`config.mk`:
```
export PLATFORM = sky130hd
export DESIGN_NAME = sd_frame_ctrl
export DESIGN_NICKNAME = d
export VERILOG_FILES = /design/src/rtl/sd_frame_ctrl.sv
export SDC_FILE = /design/constraint.sdc
export NUM_CORES = 1
export LEC_CHECK = 0
export CORE_MARGIN = 4
export CORE_UTILIZATION = 30
export CTS_CLUSTER_SIZE = 30
export DETAILED_ROUTE_END_ITERATION = 16
export GPL_ROUTABILITY_DRIVEN = 0
export HOLD_SLACK_MARGIN = 0.15
export SLEW_MARGIN = 10
export SYNTH_ARGS = -nofsm -noshare
export SYNTH_HDL_FRONTEND = slang
export SYNTH_SLANG_ARGS = --single-unit
export TNS_END_PERCENT = 50
```
`constraint.sdc`:
```
create_clock -name clk -period 4.6 [get_ports clk]
set_input_delay 0.46 -clock clk [delete_from_list [all_inputs] [get_ports clk]]
set_output_delay 0.46 -clock clk [all_outputs]
set_load 0.01 [all_outputs]
```
`src/rtl/sd_frame_ctrl.sv`:
```
// Frame controller: accepts words over valid/ready, serialises them MSB-first,
// counts overlapping pattern matches per frame and pulses done at frame end.
module sd_frame_ctrl #(
  parameter int             DATA_W    = 8,
  parameter int             PAT_W     = 4,
  parameter logic [PAT_W-1:0] PATTERN = 4'b1101,
  parameter int             FRAME_LEN = 2,
  parameter int             CNT_W     = 8
) (
  input  logic              clk,
  input  logic              reset,
  input  logic              start,
  input  logic              in_valid,
  input  logic [DATA_W-1:0] in_data,
  output logic              in_ready,
  output logic              busy,
  output logic              sd_din,
  output logic              sd_bit_valid,
  output logic              hit,
  output logic [CNT_W-1:0]  match_cnt,
  output logic              done,
  output logic              overflow
);

  localparam int BIT_W  = (DATA_W > 1) ? $clog2(DATA_W) : 1;
  localparam int WORD_W = $clog2(FRAME_LEN + 1);
  localparam int FILL_W = (PAT_W > 2) ? $clog2(PAT_W) : 1;
  localparam logic [BIT_W-1:0]  LAST_BIT  = BIT_W'(DATA_W - 1);
  localparam logic [WORD_W-1:0] LAST_WORD = WORD_W'(FRAME_LEN - 1);
  localparam logic [FILL_W-1:0] FILL_MAX  = FILL_W'(PAT_W - 1);

  typedef enum logic [1:0] {IDLE, WAIT, SHIFT, DONE} state_t;

  state_t              state, state_nxt;
  logic [DATA_W-1:0]   shreg;
  logic [BIT_W-1:0]    bit_idx;
  logic [WORD_W-1:0]   word_cnt;
  logic [PAT_W-2:0]    hist;
  logic [FILL_W-1:0]   fill;
  logic [CNT_W-1:0]    cnt;
  logic                ovf;
  logic [PAT_W-1:0]    window;
  logic                last_bit;
  logic                start_frame;
  logic [CNT_W:0]      cnt_inc;

  // Saturating increment: MSB of the result flags that the counter was already full.
  function automatic logic [CNT_W:0] sat_inc(input logic [CNT_W-1:0] v);
    if (&v) return {1'b1, v};
    return {1'b0, v + 1'b1};
  endfunction

  assign last_bit    = (bit_idx == LAST_BIT);
  assign start_frame = (state == IDLE) && start;
  assign window      = {hist, sd_din};
  assign cnt_inc     = sat_inc(cnt);
  assign match_cnt   = cnt;
  assign overflow    = ovf;

  always_comb begin
    state_nxt    = state;
    in_ready     = 1'b0;
    busy         = 1'b1;
    sd_bit_valid = 1'b0;
    done         = 1'b0;
    case (state)
      IDLE: begin
        busy = 1'b0;
        if (start) state_nxt = WAIT;
      end
      WAIT: begin
        in_ready = 1'b1;
        if (in_valid) state_nxt = SHIFT;
      end
      SHIFT: begin
        sd_bit_valid = 1'b1;
        if (last_bit) state_nxt = (word_cnt == LAST_WORD) ? DONE : WAIT;
      end
      DONE: begin
        done      = 1'b1;
        state_nxt = IDLE;
      end
      default: state_nxt = IDLE;
    endcase
    sd_din = sd_bit_valid & shreg[DATA_W-1];
    // Fill qualification stops cleared history from matching patterns with leading zeros.
    hit    = sd_bit_valid && (window == PATTERN) && (fill == FILL_MAX);
  end

  always_ff @(posedge clk or posedge reset) begin
    if (reset) state <= IDLE;
    else       state <= state_nxt;
  end

  always_ff @(posedge clk or posedge reset) begin
    if (reset) begin
      bit_idx  <= '0;
      word_cnt <= '0;
      hist     <= '0;
      fill     <= '0;
      cnt      <= '0;
      ovf      <= 1'b0;
    end else if (start_frame) begin
      bit_idx  <= '0;
      word_cnt <= '0;
      hist     <= '0;
      fill     <= '0;
      cnt      <= '0;
      ovf      <= 1'b0;
    end else begin
      if (state == WAIT && in_valid) bit_idx <= '0;
      if (sd_bit_valid) begin
        bit_idx <= bit_idx + 1'b1;
        hist    <= window[PAT_W-2:0];
        if (last_bit)          word_cnt <= word_cnt + 1'b1;
        if (fill != FILL_MAX)  fill     <= fill + 1'b1;
        if (hit) begin
          cnt <= cnt_inc[CNT_W-1:0];
          ovf <= ovf | cnt_inc[CNT_W];
        end
      end
    end
  end

  // Word shift register is pure datapath; outputs are gated by sd_bit_valid.
  always_ff @(posedge clk) begin
    if (state == WAIT && in_valid) shreg <= in_data;
    else if (state == SHIFT)       shreg <= shreg << 1;
  end

endmodule

```
==> metrics.md, run 1 <==
| Metric | Value |
|---|---|
| Cells on worst reg2reg path | `5` |
| Reg-to-reg critical path startpoint | `fill[0]$_DFFE_PP0P_` |
| Synth Area in Compound Gates | `between 10% and 20%` |
| First-pass GRT wire length | `4890 um` |
| First-pass DRT Iterations | `3` |
| Terminus of the critical flop-to-flop path | `match_cnt[3]$_DFFE_PP0P_` |
| Total negative slack | `0 ns` |
| Arrival time at the worst endpoint | `2.14 ns` |
| Yosys warns | `0` |
| Proportion of netlist area held by the largest area contributor | `between 30% and 40%` |
| Count of endpoints failing setup in the final report | `0` |
| Total count of max-transition violations in the final report | `0` |
| Avg Synthesized Cell Area | `10.8 sq um` |
| Cell type contributing the most total cell area after synthesis | `sky130_fd_sc_hd__dfrtp_1` |
| Sequential area share after synthesis | `between 50% and 60%` |
| DRT iter0 DRCs | `41` |
| Number of hold-slack violations in the final timing report | `0` |
| Capture endpoint of the worst hold path | `overflow$_DFFE_PP0P_` |
| Final routed wire length divided by cell count | `13.1 um` |
| Xor and xnor area share after synthesis | `around 1.2%` |
| Setup CP Type | `reg -> out` |
| Worst hold-check path type | `reg -> reg` |
| Hold Path Depth | `2` |
| Setup slack of the most critical reg-to-reg path | `2.75 ns` |
| Mux share of post-synthesis cell area | `under 10%` |
| Syn Nets | `147` |
| Area added between synthesis and finish | `28.3%` |
| Effective utilization at floorplan | `a little under a third` |
| Post-route DRC | `0` |
| H-tree depth | `2` |
| Port Buffers | `26` |
| Vias in the first global route | `between 1000 and 1500` |
| Overall overflow remaining after global route | `0` |
| I/O pin count | `27` |
| Number of CTS-inserted buffers | `5` |
| Hold_buf cts | `0` |
| Number of synthesized register bits | `29` |
| CP required | `4.14 ns` |
| Main combinational cell family by area after synthesis | `simple AND/OR/NAND/NOR gates` |
| Critical path startpoint category | `register` |
| Final instance area | `1810 sq um` |
| Critical path endpoint category | `output port` |
| Headroom to the max-slew limit | `45.7%` |
| Post-route clock period utilization | `56.5%` |
| Adder and majority cell fraction of the synthesized area | `4.44%` |
| Number of max-cap violations | `0` |
| Total routing resource utilization after global routing | `between 10 and 15%` |
| Clk Tree Root Cell | `sky130_fd_sc_hd__clkbuf_8` |
| Max Fclk | `0.385 GHz` |
| Post-DP HPWL | `a little over 2000 um` |
| Count of unique library cells instantiated by Yosys | `37` |
| Slew at the pin closest to its max-slew limit | `0.813 ns` |
| Die footprint | `5850 sq um` |
| Average vias per placed instance | `approximately 5.0` |
| Pin count of the biggest net entering global routing | `22` |
| Final period demand of the worst path | `between 2 and 3 ns` |
| Standard-cell row count | `24` |
| Placed Cells | `between 200 and 250` |
| Min-delay src | `overflow$_DFFE_PP0P_` |
| Antenna violations before repair | `0` |
| Die width | `between 70 and 80 um` |
| Combined area of all synthesized cells | `1410 sq um` |
| Clock-pin slew reported for the worst setup and hold paths after clock tree synthesis | `0.06 ns` |
| Cell Area, Placed | `around 1700 sq um` |
| Total Routed Length | `2770 um` |
| Post-CTS Resized | `0` |
| Post-Synthesis Cells | `130` |
| Area of the core region | `about 4400 sq um` |
| Total vias in the final route | `1060` |
| Clock network latency to the later pin of the worst-skew pair | `0.28 ns` |
| Final std cells w/o fill | `about 210` |
| Highest ir drop seen on vdd | `0.000223 V` |
| DIE HEIGHT | `76.5 um` |
| Top area cells in the synthesized netlist | `sky130_fd_sc_hd__dfrtp_1 (37%), sky130_fd_sc_hd__edfxtp_1 (17%), sky130_fd_sc_hd__mux2_2 (5.6%), sky130_fd_sc_hd__nand2_1 (5.6%), sky130_fd_sc_hd__ha_1 (4.4%)` |
| Setup repair after global routing missed its margin | `no` |
| Utilization of the core after routing | `40.6%` |
| Total clock sinks | `29` |
| Leakage power of the design | `0.000746 uW` |
| Max FO, Critical Path | `11` |
| Final-stage net count | `176` |
| Power per Cell Area | `roughly 460 nW/um^2` |
| Simple-Gate Fraction of Synth Area | `18.0%` |
| Number of antenna-violating nets in the routed design | `0` |
| Clock tree from TritonCTS | `yes` |
| Maximum clock path buffer count | `2` |
| Post-CTS repair timing setup buffer count | `0` |
| Maximum clock skew at final layout | `0.00473 ns` |
| # diodes | `0` |
| Fraction of layout cells with a size suffix above 1 | `8.75%` |
| Result of the run | `complete, no violations` |
[where the power goes]
| part | total (uW) | switching (uW) | internal, uW |
|---|---|---|---|
| Clock | 210 | 88.8 | 122 |
| Sequential | 384 | 34.6 | 350 |
| Combinational | 242 | 133 | 109 |
[critical path: stages, from the launching register on]
cell                              delay (ns)
sky130_fd_sc_hd__dfrtp_1                0.40
sky130_fd_sc_hd__ha_1                   0.23
sky130_fd_sc_hd__nand4b_1               0.08
sky130_fd_sc_hd__or2_0                  0.47
sky130_fd_sc_hd__inv_1                  0.17
sky130_fd_sc_hd__clkdlybuf4s50_1        0.52
[how the worst max path moves through the flow]
stage,startpoint,end,slack [ns],cells past startpoint
final,fill[0]$_DFFE_PP0P_,hit,2.00,5
after global routing,fill[0]$_DFFE_PP0P_,hit,1.84,5
after CTS,fill[0]$_DFFE_PP0P_,hit,1.99,5
after detailed placement,fill[0]$_DFFE_PP0P_,hit,2.31,5
after global placement,fill[0]$_DFFE_PP0P_,hit,2.33,5
after floorplan,match_cnt[0]$_DFFE_PP0P_,match_cnt[3]$_DFFE_PP0P_,3.04,5
[per-stage QoR]
step,worst slack [ns],power (uW),hold WS [ns]
2_1_floorplan,3.04,544,0.437
3_3_place_gp,2.33,627,0.493
3_5_place_dp,2.31,635,0.508
4_1_cts,1.99,852,0.521
5_1_grt,1.84,899,0.554
6_report,2.00,837,0.516
[cell usage after synthesis, drive strengths merged]
master and instances:
a21oi 4, a311oi 1, a41oi 1, and2 2, and2b 1, and3 1
and4 1, and4b 1, buf 2, clkbuf 2, clkinv 1, dfrtp 21
edfxtp 8, ha 5, inv 7, mux2 7, mux2i 4, nand2 21
nand2b 2, nand3 2, nand3b 1, nand4 1, nand4b 1, nor2 7
nor2b 2, nor3 1, nor4 1, o21ai 9, o311ai 3, o31ai 1
o41ai 3, or2 1, or2b 1, or3 1, or4 1, xnor2 1
xor2 1
[final cells by class]
type / count / area [sq um]
fillers: 440 / 2640
flip-flops and latches: 29 / 766
multi-input cells: 89 / 594
repair buffers: 26 / 260
clock buffers: 8 / 90.1
well taps: 52 / 65.1
inverters: 8 / 30.0
[placed cells by master (no fill, tap or decap), types with 3 or more instances in the layout]
master | synthesis | layout
sky130_fd_sc_hd__nor2_1 | 7 | 7
sky130_fd_sc_hd__dfrtp_1 | 21 | 21
sky130_fd_sc_hd__o21ai_0 | 9 | 9
sky130_fd_sc_hd__mux2_2 | 7 | 7
sky130_fd_sc_hd__nand2_1 | 21 | 21
sky130_fd_sc_hd__a21oi_1 | 4 | 4
sky130_fd_sc_hd__o311ai_1 | 3 | 3
sky130_fd_sc_hd__inv_1 | 7 | 7
sky130_fd_sc_hd__clkdlybuf4s50_1 | 0 | 26
sky130_fd_sc_hd__clkbuf_8 | 0 | 6
sky130_fd_sc_hd__mux2i_1 | 4 | 4
sky130_fd_sc_hd__o41ai_1 | 3 | 3
sky130_fd_sc_hd__ha_1 | 5 | 5
sky130_fd_sc_hd__edfxtp_1 | 8 | 8
[layer usage]
layer,vias up,part of all wire [%],GRT usage [%]
li1,524,-,-
met3,5,5.6,3.66
met5,-,0,0
met4,0,1.7,4.89
met1,505,47,12.2
met2,26,46,16.8
[state kept, by name (all words and copies together), names as in the netlist]
name and count:
match_cnt 8, shreg 8, bit_idx 3, hist 3, fill 2, state 2, word_cnt 2, overflow 1
[cell families after synthesis]
kind of cell / after synthesis
AND/OR/NAND/NOR: 49
flip-flops: 29
AO/OA/AOI/OAI: 22
buffers and inverters: 12
multiplexers: 11
adder cells (fa/ha/maj): 5
XOR/XNOR: 2
Note: power is estimated with default switching activity, not from simulation.
==> run 2, diff against run 1 <==
Clock period 4.6 ns to 2.12 ns, I/O delays scaled along.
==> metrics.md, run 2 (synthesized netlist as in run 1, its figures left out) <==
| Metric | Value |
|---|---|
| Critical path cell sequence | `or2b_1, clkinv_1, clkdlybuf4s50_1` |
| Total buffers and inverters traversed by the critical path | `2` |
| Area added between synthesis and finish | `29.3%` |
| I/O pin count | `27` |
| Maximum clock path buffer count | `2` |
| First-pass DRT Iterations | `4` |
| Total routing resource utilization after global routing | `~10%` |
| Port Buffers | `26` |
| Final instance area | `1820 sq um` |
| Power per Cell Area | `989 nW/um^2` |
| Placed Cells | `207` |
| Total clock sinks | `29` |
| Post-DP HPWL | `2140 um` |
| Layer with the highest usage after global routing | `met2` |
| Number of CTS-inserted buffers | `5` |
| Comb power frac | `30.3%` |
| # diodes | `0` |
| Maximum clock skew at final layout | `0.00624 ns` |
| Final routed wire length divided by cell count | `~13 um` |
| Antenna violations before repair | `0` |
| Total count of max-transition violations in the final report | `0` |
| Sequential Power Share | `46.3%` |
| Final std cells w/o fill | `215` |
| Net Switching | `562 uW` |
| Proportion of power drawn by the clock network | `between 20% and 30%` |
| Fraction of layout cells with a size suffix above 1 | `9.82%` |
| Critical path startpoint category | `register` |
| Number of antenna-violating nets in the routed design | `0` |
| Commonest cells after routing, fill and taps aside | `sky130_fd_sc_hd__clkdlybuf4s50_1 (25), sky130_fd_sc_hd__nand2_1 (21), sky130_fd_sc_hd__dfrtp_1 (21), sky130_fd_sc_hd__o21ai_0 (9), sky130_fd_sc_hd__edfxtp_1 (8)` |
| Total negative slack | `0 ns` |
| CP max stage delay | `0.57 ns` |
| Highest ir drop seen on vdd | `0.000531 V` |
| Average vias per placed instance | `between 5 and 6` |
| Die footprint | `roughly 6000 sq um` |
| Die width | `76.5 um` |
| Overall overflow remaining after global route | `0` |
| Cell with the biggest individual delay on the critical path | `sky130_fd_sc_hd__clkdlybuf4s50_1` |
| Max FO, Critical Path | `8` |
| Utilization of the core after routing | `41.0%` |
| Vias in the first global route | `1092` |
| Total vias in the final route | `1090` |
| First-pass GRT wire length | `4860 um` |
| Post-route clock period utilization | `approximately nine tenths` |
| Clock-pin slew reported for the worst setup and hold paths after clock tree synthesis | `0.06 ns` |
| DRT iter0 DRCs | `42` |
| Leakage power of the design | `0.000772 uW` |
| Result of the run | `complete, no violations` |
| Standard-cell row count | `24` |
| Met1 track demand over resource in global routing | `12.0%` |
| Clk Tree Root Cell | `sky130_fd_sc_hd__clkbuf_8` |
| Cell Area, Placed | `1740 sq um` |
| Post-CTS Resized | `0` |
| Final-stage net count | `approximately 180` |
| Pin count of the biggest net entering global routing | `22` |
| Family with the most delay on the worst path | `buffers and inverters` |
| Arrival time at the worst endpoint | `1.73 ns` |
| Area of the core region | `4440 sq um` |
| Critical path endpoint category | `output port` |
| Slew at the pin closest to its max-slew limit | `0.500 ns` |
| Final period demand of the worst path | `1.95 ns` |
| Max Fclk | `0.514 GHz` |
| Clock tree from TritonCTS | `yes` |
| Switching portion of total power | `between 30% and 40%` |
| Headroom to the max-slew limit | `66.7%` |
| Worst hold-check path type | `in -> async` |
| Filler cells | `435` |
| Count of endpoints failing setup in the final report | `0` |
| Clock network latency to the later pin of the worst-skew pair | `0.28 ns` |
| Hold_buf cts | `0` |
| H-tree depth | `2` |
| Setup CP Type | `reg -> out` |
| CP required | `between 1.5 and 2 ns` |
| Effective utilization at floorplan | `31.7%` |
| Total Routed Length | `2880 um` |
| Number of max-cap violations | `0` |
| Post-route DRC | `0` |
| Internal power consumption | `1240 uW` |
| Number of hold-slack violations in the final timing report | `0` |
| Setup repair after global routing missed its margin | `no` |
| Met3 Resource Use GR | `roughly 5.2%` |
| Commonest non-fill, non-tap cell in the layout | `sky130_fd_sc_hd__clkdlybuf4s50_1` |
| Post-CTS repair timing setup buffer count | `0` |
| GR met2 Demand/Resource | `16.7%` |
| DIE HEIGHT | `76.5 um` |
run 2: cell types whose count changed in the layout (fill, tap and decap cells not counted), sizes merged:
cell           before  now
dlymetal6s2s        0    1
clkdlybuf4s50      26   25
buf                 0    3
run 2: through the flow:
stage          setup WS [ns]  power, uW  hold slack (ns)
2_1_floorplan          0.564       1180            0.189
3_3_place_gp           0.387       1370            0.489
3_5_place_dp           0.353       1400            0.494
4_1_cts               0.0913       1840            0.272
5_1_grt               0.0881       1930            0.311
6_report               0.175       1800            0.262
run 2: layout make-up:
cell class              count  area (sq um)  area share (%)
clock buffers               8          80.1            4.40
inverters                   8          30.0            1.65
multi-input cells          89           594            32.6
flip-flops and latches     29           766            42.1
well taps                  52          65.1            3.57
repair buffers             29           285            15.7
run 2: power by group through the flow:
stage	Clock [uW]	Combinational (uW)	Sequential, uW
floorplan	0	360	820
global placement	0	533	836
detailed placement	0	558	844
CTS	444	562	833
global route	462	621	845
finish	422	546	834
run 2: routing by layer:
| metal | wire length (um) | vias to the layer above |
|---|---|---|
| li1 | - | 524 |
| met1 | 1260 | 529 |
| met2 | 1380 | 31 |
| met3 | 201 | 6 |
| met4 | 36 | 0 |
| met5 | 0 | - |
run 2: path summary, 6_finish.rpt:
check / start / to / slack [ns] / depth (start not counted)
max: state[1]$_DFFE_PP0P_ / sd_bit_valid / 0.17 / 3
min: reset / match_cnt[1]$_DFFE_PP0P_ / 0.26 / 3
max reg2reg: state[0]$_DFFE_PP0P_ / match_cnt[3]$_DFFE_PP0P_ / 0.35 / 5
min reg2reg: overflow$_DFFE_PP0P_ / overflow$_DFFE_PP0P_ / 0.50 / 2
max in group asynchronous: reset / bit_idx[2]$_DFFE_PP0P_ / 1.63 / 3
min in group clk: overflow$_DFFE_PP0P_ / overflow$_DFFE_PP0P_ / 0.50 / 2
run 2: worst reg2reg max path, delay by kind of cell, from the launching register on:
family	cells	cell delay (ns)
AND/OR/NAND/NOR	3	0.96
flip-flops	1	0.42
buffers and inverters	1	0.17
AO/OA/AOI/OAI	1	0.15
